==> config.mk <==
export PLATFORM = sky130hd
export DESIGN_NAME = mul_accumulator
export DESIGN_NICKNAME = d
export VERILOG_FILES = /design/src/rtl/mul_accumulator.sv
export SDC_FILE = /design/constraint.sdc
export NUM_CORES = 1
export LEC_CHECK = 0
export ABC_AREA = 1
export BUFFER_PORTS_ARGS = -buffer_cell sky130_fd_sc_hd__buf_2
export CAP_MARGIN = 0
export CORE_MARGIN = 3
export CORE_UTILIZATION = 35
export DETAILED_ROUTE_END_ITERATION = 10
export GPL_ROUTABILITY_DRIVEN = 0
export GPL_TIMING_DRIVEN = 0
export HOLD_SLACK_MARGIN = 0.12
export PLACE_DENSITY_LB_ADDON = 0.25
export RECOVER_POWER = 100
export SYNTH_ARGS = -nofsm -noshare
export SYNTH_HDL_FRONTEND = slang
export SYNTH_SLANG_ARGS = --single-unit
==> constraint.sdc <==
create_clock -name clk -period 2.32 [get_ports clk]
set_input_delay 0.116 -clock clk [delete_from_list [all_inputs] [get_ports clk]]
set_output_delay 0.116 -clock clk [all_outputs]
set_load 0.01 [all_outputs]
==> src/rtl/mul_accumulator.sv <==
// mul_accumulator: sums bursts of unsigned products (delimited by a last flag)
// and queues the finished sums in a small result FIFO with a valid/ready
// output. The upstream multiplier cannot stall, so a sum that finds the FIFO
// full is discarded and drop_o pulses for one cycle.
// Optional build macro: MUL_ACC_SAT_EN (clamp the sum at 2^WIDTHA-1 on
// overflow instead of wrapping).
module mul_accumulator #(
  parameter int WIDTHP = 8,
  parameter int WIDTHA = 16,
  parameter int CNTW   = 8,
  parameter int DEPTH  = 2
) (
  input  logic              clk,
  input  logic              rst,
  input  logic [WIDTHP-1:0] prod_i,
  input  logic              prod_valid_i,
  input  logic              prod_last_i,
  output logic [WIDTHA-1:0] sum_o,
  output logic [CNTW-1:0]   sum_cnt_o,
  output logic              sum_ovf_o,
  output logic              sum_valid_o,
  input  logic              sum_ready_i,
  output logic              drop_o
);

  localparam int PW = (DEPTH > 1) ? $clog2(DEPTH) : 1;
  localparam int CW = $clog2(DEPTH + 1);

  typedef enum logic {
    IDLE  = 1'b0,
    ACCUM = 1'b1
  } state_t;

  state_t            state;
  logic [WIDTHA-1:0] acc;
  logic [CNTW-1:0]   cnt;
  logic              ovf;

  logic [WIDTHA-1:0] mem_sum [DEPTH];
  logic [CNTW-1:0]   mem_cnt [DEPTH];
  logic              mem_ovf [DEPTH];
  logic [PW-1:0]     rd_ptr;
  logic [PW-1:0]     wr_ptr;
  logic [CW-1:0]     count;

  logic [WIDTHA:0]   raw_sum;
  logic [WIDTHA-1:0] acc_base;
  logic [WIDTHA-1:0] next_sum;
  logic [CNTW-1:0]   next_cnt;
  logic              next_ovf;
  logic              carry;
  logic              push;
  logic              pop;
  logic              full;
  logic              do_push;
  logic              drop;

  function automatic logic [PW-1:0] ptr_inc(input logic [PW-1:0] p);
    if (p == PW'(DEPTH - 1)) begin
      return '0;
    end
    return p + 1'b1;
  endfunction

  // Next burst totals: in IDLE the burst restarts from zero with count 1.
  always_comb begin
    acc_base = (state == ACCUM) ? acc : '0;
    raw_sum  = {1'b0, acc_base} + {{(WIDTHA + 1 - WIDTHP){1'b0}}, prod_i};
    carry    = raw_sum[WIDTHA];
`ifdef MUL_ACC_SAT_EN
    next_sum = carry ? {WIDTHA{1'b1}} : raw_sum[WIDTHA-1:0];
`else
    next_sum = raw_sum[WIDTHA-1:0];
`endif
    if (state == ACCUM) begin
      next_cnt = (cnt == {CNTW{1'b1}}) ? cnt : cnt + 1'b1;
      next_ovf = ovf | carry;
    end else begin
      next_cnt = CNTW'(1);
      next_ovf = carry;
    end
    push    = prod_valid_i & prod_last_i;
    pop     = sum_valid_o & sum_ready_i;
    full    = (count == CW'(DEPTH));
    do_push = push & (~full | pop);
    drop    = push & full & ~pop;
  end

  // Burst FSM: accumulate non-last products, hand the total to the FIFO on last.
  always_ff @(posedge clk) begin
    if (rst) begin
      state <= IDLE;
      acc   <= '0;
      cnt   <= '0;
      ovf   <= 1'b0;
    end else if (prod_valid_i) begin
      if (prod_last_i) begin
        state <= IDLE;
        acc   <= '0;
        cnt   <= '0;
        ovf   <= 1'b0;
      end else begin
        state <= ACCUM;
        acc   <= next_sum;
        cnt   <= next_cnt;
        ovf   <= next_ovf;
      end
    end
  end

  // Result FIFO: circular buffer; when full, a pop frees the slot being written.
  always_ff @(posedge clk) begin
    if (rst) begin
      rd_ptr <= '0;
      wr_ptr <= '0;
      count  <= '0;
      drop_o <= 1'b0;
      for (int i = 0; i < DEPTH; i++) begin
        mem_sum[i] <= '0;
        mem_cnt[i] <= '0;
        mem_ovf[i] <= 1'b0;
      end
    end else begin
      drop_o <= drop;
      if (do_push) begin
        mem_sum[wr_ptr] <= next_sum;
        mem_cnt[wr_ptr] <= next_cnt;
        mem_ovf[wr_ptr] <= next_ovf;
        wr_ptr          <= ptr_inc(wr_ptr);
      end
      if (pop) begin
        rd_ptr <= ptr_inc(rd_ptr);
      end
      if (do_push && !pop) begin
        count <= count + 1'b1;
      end else if (pop && !do_push) begin
        count <= count - 1'b1;
      end
    end
  end

  assign sum_o       = mem_sum[rd_ptr];
  assign sum_cnt_o   = mem_cnt[rd_ptr];
  assign sum_ovf_o   = mem_ovf[rd_ptr];
  assign sum_valid_o = (count != '0);

endmodule
* Word level (Yosys, flattened, before mapping) *
Memories as Yosys holds them, arrays and structs flattened. A register that Yosys moved wholly into a read port is not among the register bits.
Index checks and enable logic that the tools add are counted.

operators by class
  $add $sub $neg = 6
  multiply operators = 0
  div/mod/pow operators = 0
  order comparisons = 0
  equality and inequality tests = 2
  shift operators = 0
  multiplexer cells = 40
  bitwise operators = 9
  reductions and logical operators = 9

operators with widths
  kind                                                                 number
  16-bit two-way mux                                                   3
  8-bit two-way mux                                                    4
  1-bit two-way mux                                                    31
  16-bit by 8-bit adder with 17-bit output                             1
  16-bit OR reduction                                                  1
  8-bit by 1-bit adder with 8-bit output (second input constant)       1
  8-bit == test (second input constant)                                1
  8-bit OR reduction                                                   1
  1-bit bitwise AND                                                    5
  2-bit two-way mux                                                    2
  2-bit nonzero test                                                   2
  1-bit adder (second input constant)                                  2
  2-bit by 1-bit adder with 2-bit output (second input constant)       1
  2-bit == test (second input constant)                                1
  1-bit logical AND                                                    2
  1-bit zero test                                                      2
  1-bit NOT                                                            2
  1-bit bitwise OR                                                     2
  2-bit by 1-bit subtractor with 2-bit output (second input constant)  1
  1-bit OR reduction                                                   1

word-level totals
  register bits after elaboration = 31
  bits in latches = 0
  bits in writable memories = 50
  ROM bits = 0
  bits of input ports = 13
  word-level logic and storage cells = 77
  memories = 3

memories
  name     words  width  read ports  clocked after memory_dff  write ports  line  RTL
  mem_sum  2      16     1           1                         2            39    logic [WIDTHA-1:0] mem_sum [DEPTH];
  mem_cnt  2      8      1           1                         2            40    logic [CNTW-1:0] mem_cnt [DEPTH];
  mem_ovf  2      1      1           1                         2            41    logic mem_ovf [DEPTH];

* Longest topological paths before layout *
  depth after elaboration = 9
  gate-level depth with buffers = 16

* Least setup slack after synthesis *
Ideal clock, no wire load.

  path type = register to register
  start point = register state
  end point = memory mem_sum[0][6] (data pin)
  data arrival time = 2.000 ns
  slack = 0.069 ns
  cell stages (with the launch flop) = 14
  buffers on the path = 2
  path through = dfxtp_1 buf_6 clkbuf_1 nand2_1 inv_1 ha_1 fa_1 nand2_1 nand2_1 nand3b_1 nand2_1 or2_2 nand2_1 nor2_1

RTL lines
  element                   line  RTL
  start: declaration        34    state_t state;
  start signal: assignment  92    state <= IDLE;
  start signal: assignment  98    state <= IDLE;
  start signal: assignment  103   state <= ACCUM;
  end: declaration          39

==> results.yml <==
synth:
  synth_fa_ha_area_share_pct: 3.38
  synth-xor-area-share_pct: 1.22
  yosys.area_share.simple_pct: 26.7
  synth_mux_area_share_pct: 6.56
  synth-compound-area-share_pct: 4.61
  syn-cell-area_sq_um: 4290
  synth_top_family_by_area: "simple AND/OR/NAND/NOR gates"
  ys_ff_latch: 82
  synth.distinct_cells: 31
  ys_seq_area_share_pct: 49.9
  ys_warn_count: 0
  netlist_instances: 502
  synth_nets: 526
  synth.avg_cell_area_sq_um: 8.55
timing:
  fin_crit_ns: 2.19
  max_freq_mhz: 458
  rsz0062_at_grt: "true"
  fin_skew_ns: 0.00546
  max_slew_margin_pct: 57.1
  hold_violations: 0
  setup_viol: 0
  setup_ws_ns: 0.134
  worst_pin_slew_ns: 0.642
  fin_crit_sh_pct: 94.2
  final_max_slew_viol_count: 0
global_routing:
  grt_max_degree: 26
  grtUsageTotal_pct: 15.2
  antenna_found_initial: 0
  grt_pass1_vias: 3285
  gr-total-overflow: 0
  grt_first_pass_wirelength_mm: 16.0
clocking:
  insertion_delay_ns: 0.33
  cts.path.max_buffers: 2
  cts.sinks: 82
  cts_setup_buffers: 0
  clkTransAtPathRegs_ns: 0.06
  root_buffer: "clkbuf_16"
  tritoncts: "yes"
  htreeDepth: 3
  cts_inserted_buffers: 9
drt:
  vias: 3377
  drc: 0
  routed_wl_mm: 9.78
  first_iter_violations: 258
  dr.pass1.iters: 4
  ant_nets: 0
  wl_per_cell_um: 13.9
  viasPerCell: 4.80
layout:
  drive_above_1_share_pct: 18.0
  diodes: 0
  nFillCells: 1172
  nNetsFinal: 579
  area_growth_pct: 16.6
  instances_no_fill: 703
  fin_area_sq_um: 5000
hold_path:
  min_path_type: "primary input to flip-flop"
status:
  status: "finished clean"
floorplan:
  die_w_um: 117
  num_rows: 39
  fp.dieH_um: 117
  die_area_sq_um: 13600
  start_util_pct: 36.6
  ioPinCount: 40
  core_sq_um: 11700
worst_setup_path:
  crit_buf_inv: 4
  crit_top_cell: "nand2_1"
  worst_ep_required_time_ns: 2.40
  path_cells: "buf_8 -> nand2_1 -> inv_1 -> ha_1 -> fa_2 -> nand2_1 -> nand2_1 -> nand2_2 -> inv_1 -> nand3_1 -> nand2_1 -> nand2_1 -> nand2_1 -> inv_1 -> nor2_1"
  crit_arrival_ns: 2.26
  cp_max_fo: 19
  max_stage_delay_ns: 0.35
  crit_type: "flip-flop to flip-flop"
  crit_path_end_kind: "flip-flop"
  path_delay_family: "simple AND/OR/NAND/NOR gates"
  crit_path_start_kind: "flip-flop"
  slowest_stage: "dfxtp_2"
placement:
  dp.cells: 684
  dpl.hpwl_mm: 7.17
  port_buffers: 39
  preCtsSetupSlack_ns: -0.424
  place_area_sq_um: 4660
power_and_ir_drop:
  leakage_nw: 2.19
  ir_drop_mv: 0.330
  total_power_w: 0.00371
  cellPowerDensity_nw_per_um2: 742
job:
  drv_cap: 0
==> layout by cell type (no fill, tap or decap), types with 2 or more instances in the layout <==
master         Yosys  routed
nor2_1            67      67
xor2_1             4       4
nor3_1             2       2
nand3_2            2       2
inv_2              3       2
nand2_1          127     123
nand2_2            4       7
nand4_1            3       3
nor2_2             2       2
clkbuf_16          0       9
mux2_2            25      25
dlygate4sd3_1      0       4
buf_6              5       4
o21ai_0            5       5
dfxtp_1           32      31
edfxtp_1          50      50
xnor2_1            2       2
nand2_4            1       2
ha_1              10      10
buf_2              4      33
clkbuf_1           8      19
nor3_2             2       2
inv_1             56      57
a21oi_1           33      33
nand3_1           40      40
nand3b_1           4       4
or2_2              5       4
==> sequential cells by signal, indices dropped and copies added, names as in the netlist, named ones only <==
name	cells
ovf	1
drop_o	1
mem_cnt	16
acc	16
cnt	8
rd_ptr	1
mem_ovf	2
count	2
state	1
wr_ptr	1
mem_sum	32
==> layout make-up <==
cell class              count  area, sq um  area share, %
inverters                  59          221           4.43
multi-input cells         344         1840           36.8
clock buffers              11          233           4.65
flip-flops and latches     82         2140           42.9
well taps                 143          179           3.58
clock inverters             5         55.1           1.10
plain buffers              16          104           2.08
repair buffers             43          225           4.50
==> kinds of logic (layout without fill, tap and decap cells) <==
logic type                 Yosys count  count (layout)
AOI/OAI and AO/OA                   39              39
xor gates and xnor gates             6               6
adders and majority gates           11              11
buffers and inverters               76             134
DFF                                 82              82
muxes                               25              25
and+or+nand+nor                    263             263
==> Yosys cell counts <==
master	instances	area [sq um]
nand3_2	2	20.0
inv_1	56	210
or2_2	5	31.3
and2_1	1	6.26
buf_6	5	56.3
clkbuf_1	8	30.0
nand3_1	40	200
xor2_1	4	35.0
dfxtp_1	32	641
or2_0	1	6.26
xnor2_1	2	17.5
nand2_4	1	11.3
nor2_1	67	251
nand3_4	1	17.5
fa_1	1	20.0
ha_1	10	125
a21oi_1	33	165
nand4_1	3	18.8
nor3_1	2	10.0
a211oi_1	1	7.51
mux2_2	25	282
nand2_1	127	477
buf_2	4	20.0
o21ai_0	5	25.0
nand2_2	4	25.0
nor3_2	2	20.0
nor4_1	1	6.26
nor2_2	2	12.5
edfxtp_1	50	1500
inv_2	3	11.3
nand3b_1	4	30.0
==> stage by stage <==
step                setup TNS, ns  hold slack (ns)  utilization, %
floorplan                       0            0.259               -
global placement           -18.18            0.431            39.8
detailed placement         -19.80            0.426            39.8
CTS                             0            0.189            42.7
global route              -0.0210            0.211            42.7
finish                          0            0.198            42.7
==> report_power, final <==
group	internal, W	switching (W)
sequential	0.00164	0.0000340
clock	0.000831	0.000571
combinational	0.000260	0.000374
total	0.00273	0.000978
==> layer usage <==
metal	share of wire, %	wire length, um	global-route usage (%)	up-vias
met2	48	4710	25.4	41
met1	48	4680	19.3	1586
met3	2.6	255	2.85	8
met4	1.3	131	6.35	0
met5	0	0	0	-
li1	-	-	-	1742
==> worst register-to-register path, delay by kind of cell, from the launching register on <==
kind,cells,cell delay [ns]
flops,1,0.35
buf+inv,4,0.36
simple gates,9,0.67
fa+ha+maj,2,0.56
==> timing repair <==
item	4_1_cts	5_1_grt
hold buffers	4	0
hold endpoints to repair	5	0
resized for setup	5	5
cloned	0	0
setup endpoints to repair	92	9
==> final timing paths <==
check                           slack, ns  startpoint    endpoint  depth (start not counted)
worst max-delay path                 0.13       state  mem_ovf[0]                         15
worst min register to register       0.47     acc[11]     acc[11]                          2
worst min-delay path                 0.20   prod_i[0]      acc[0]                          4
worst max register to register       0.13       state  mem_ovf[0]                         15
(Power assumes the default switching activity.)
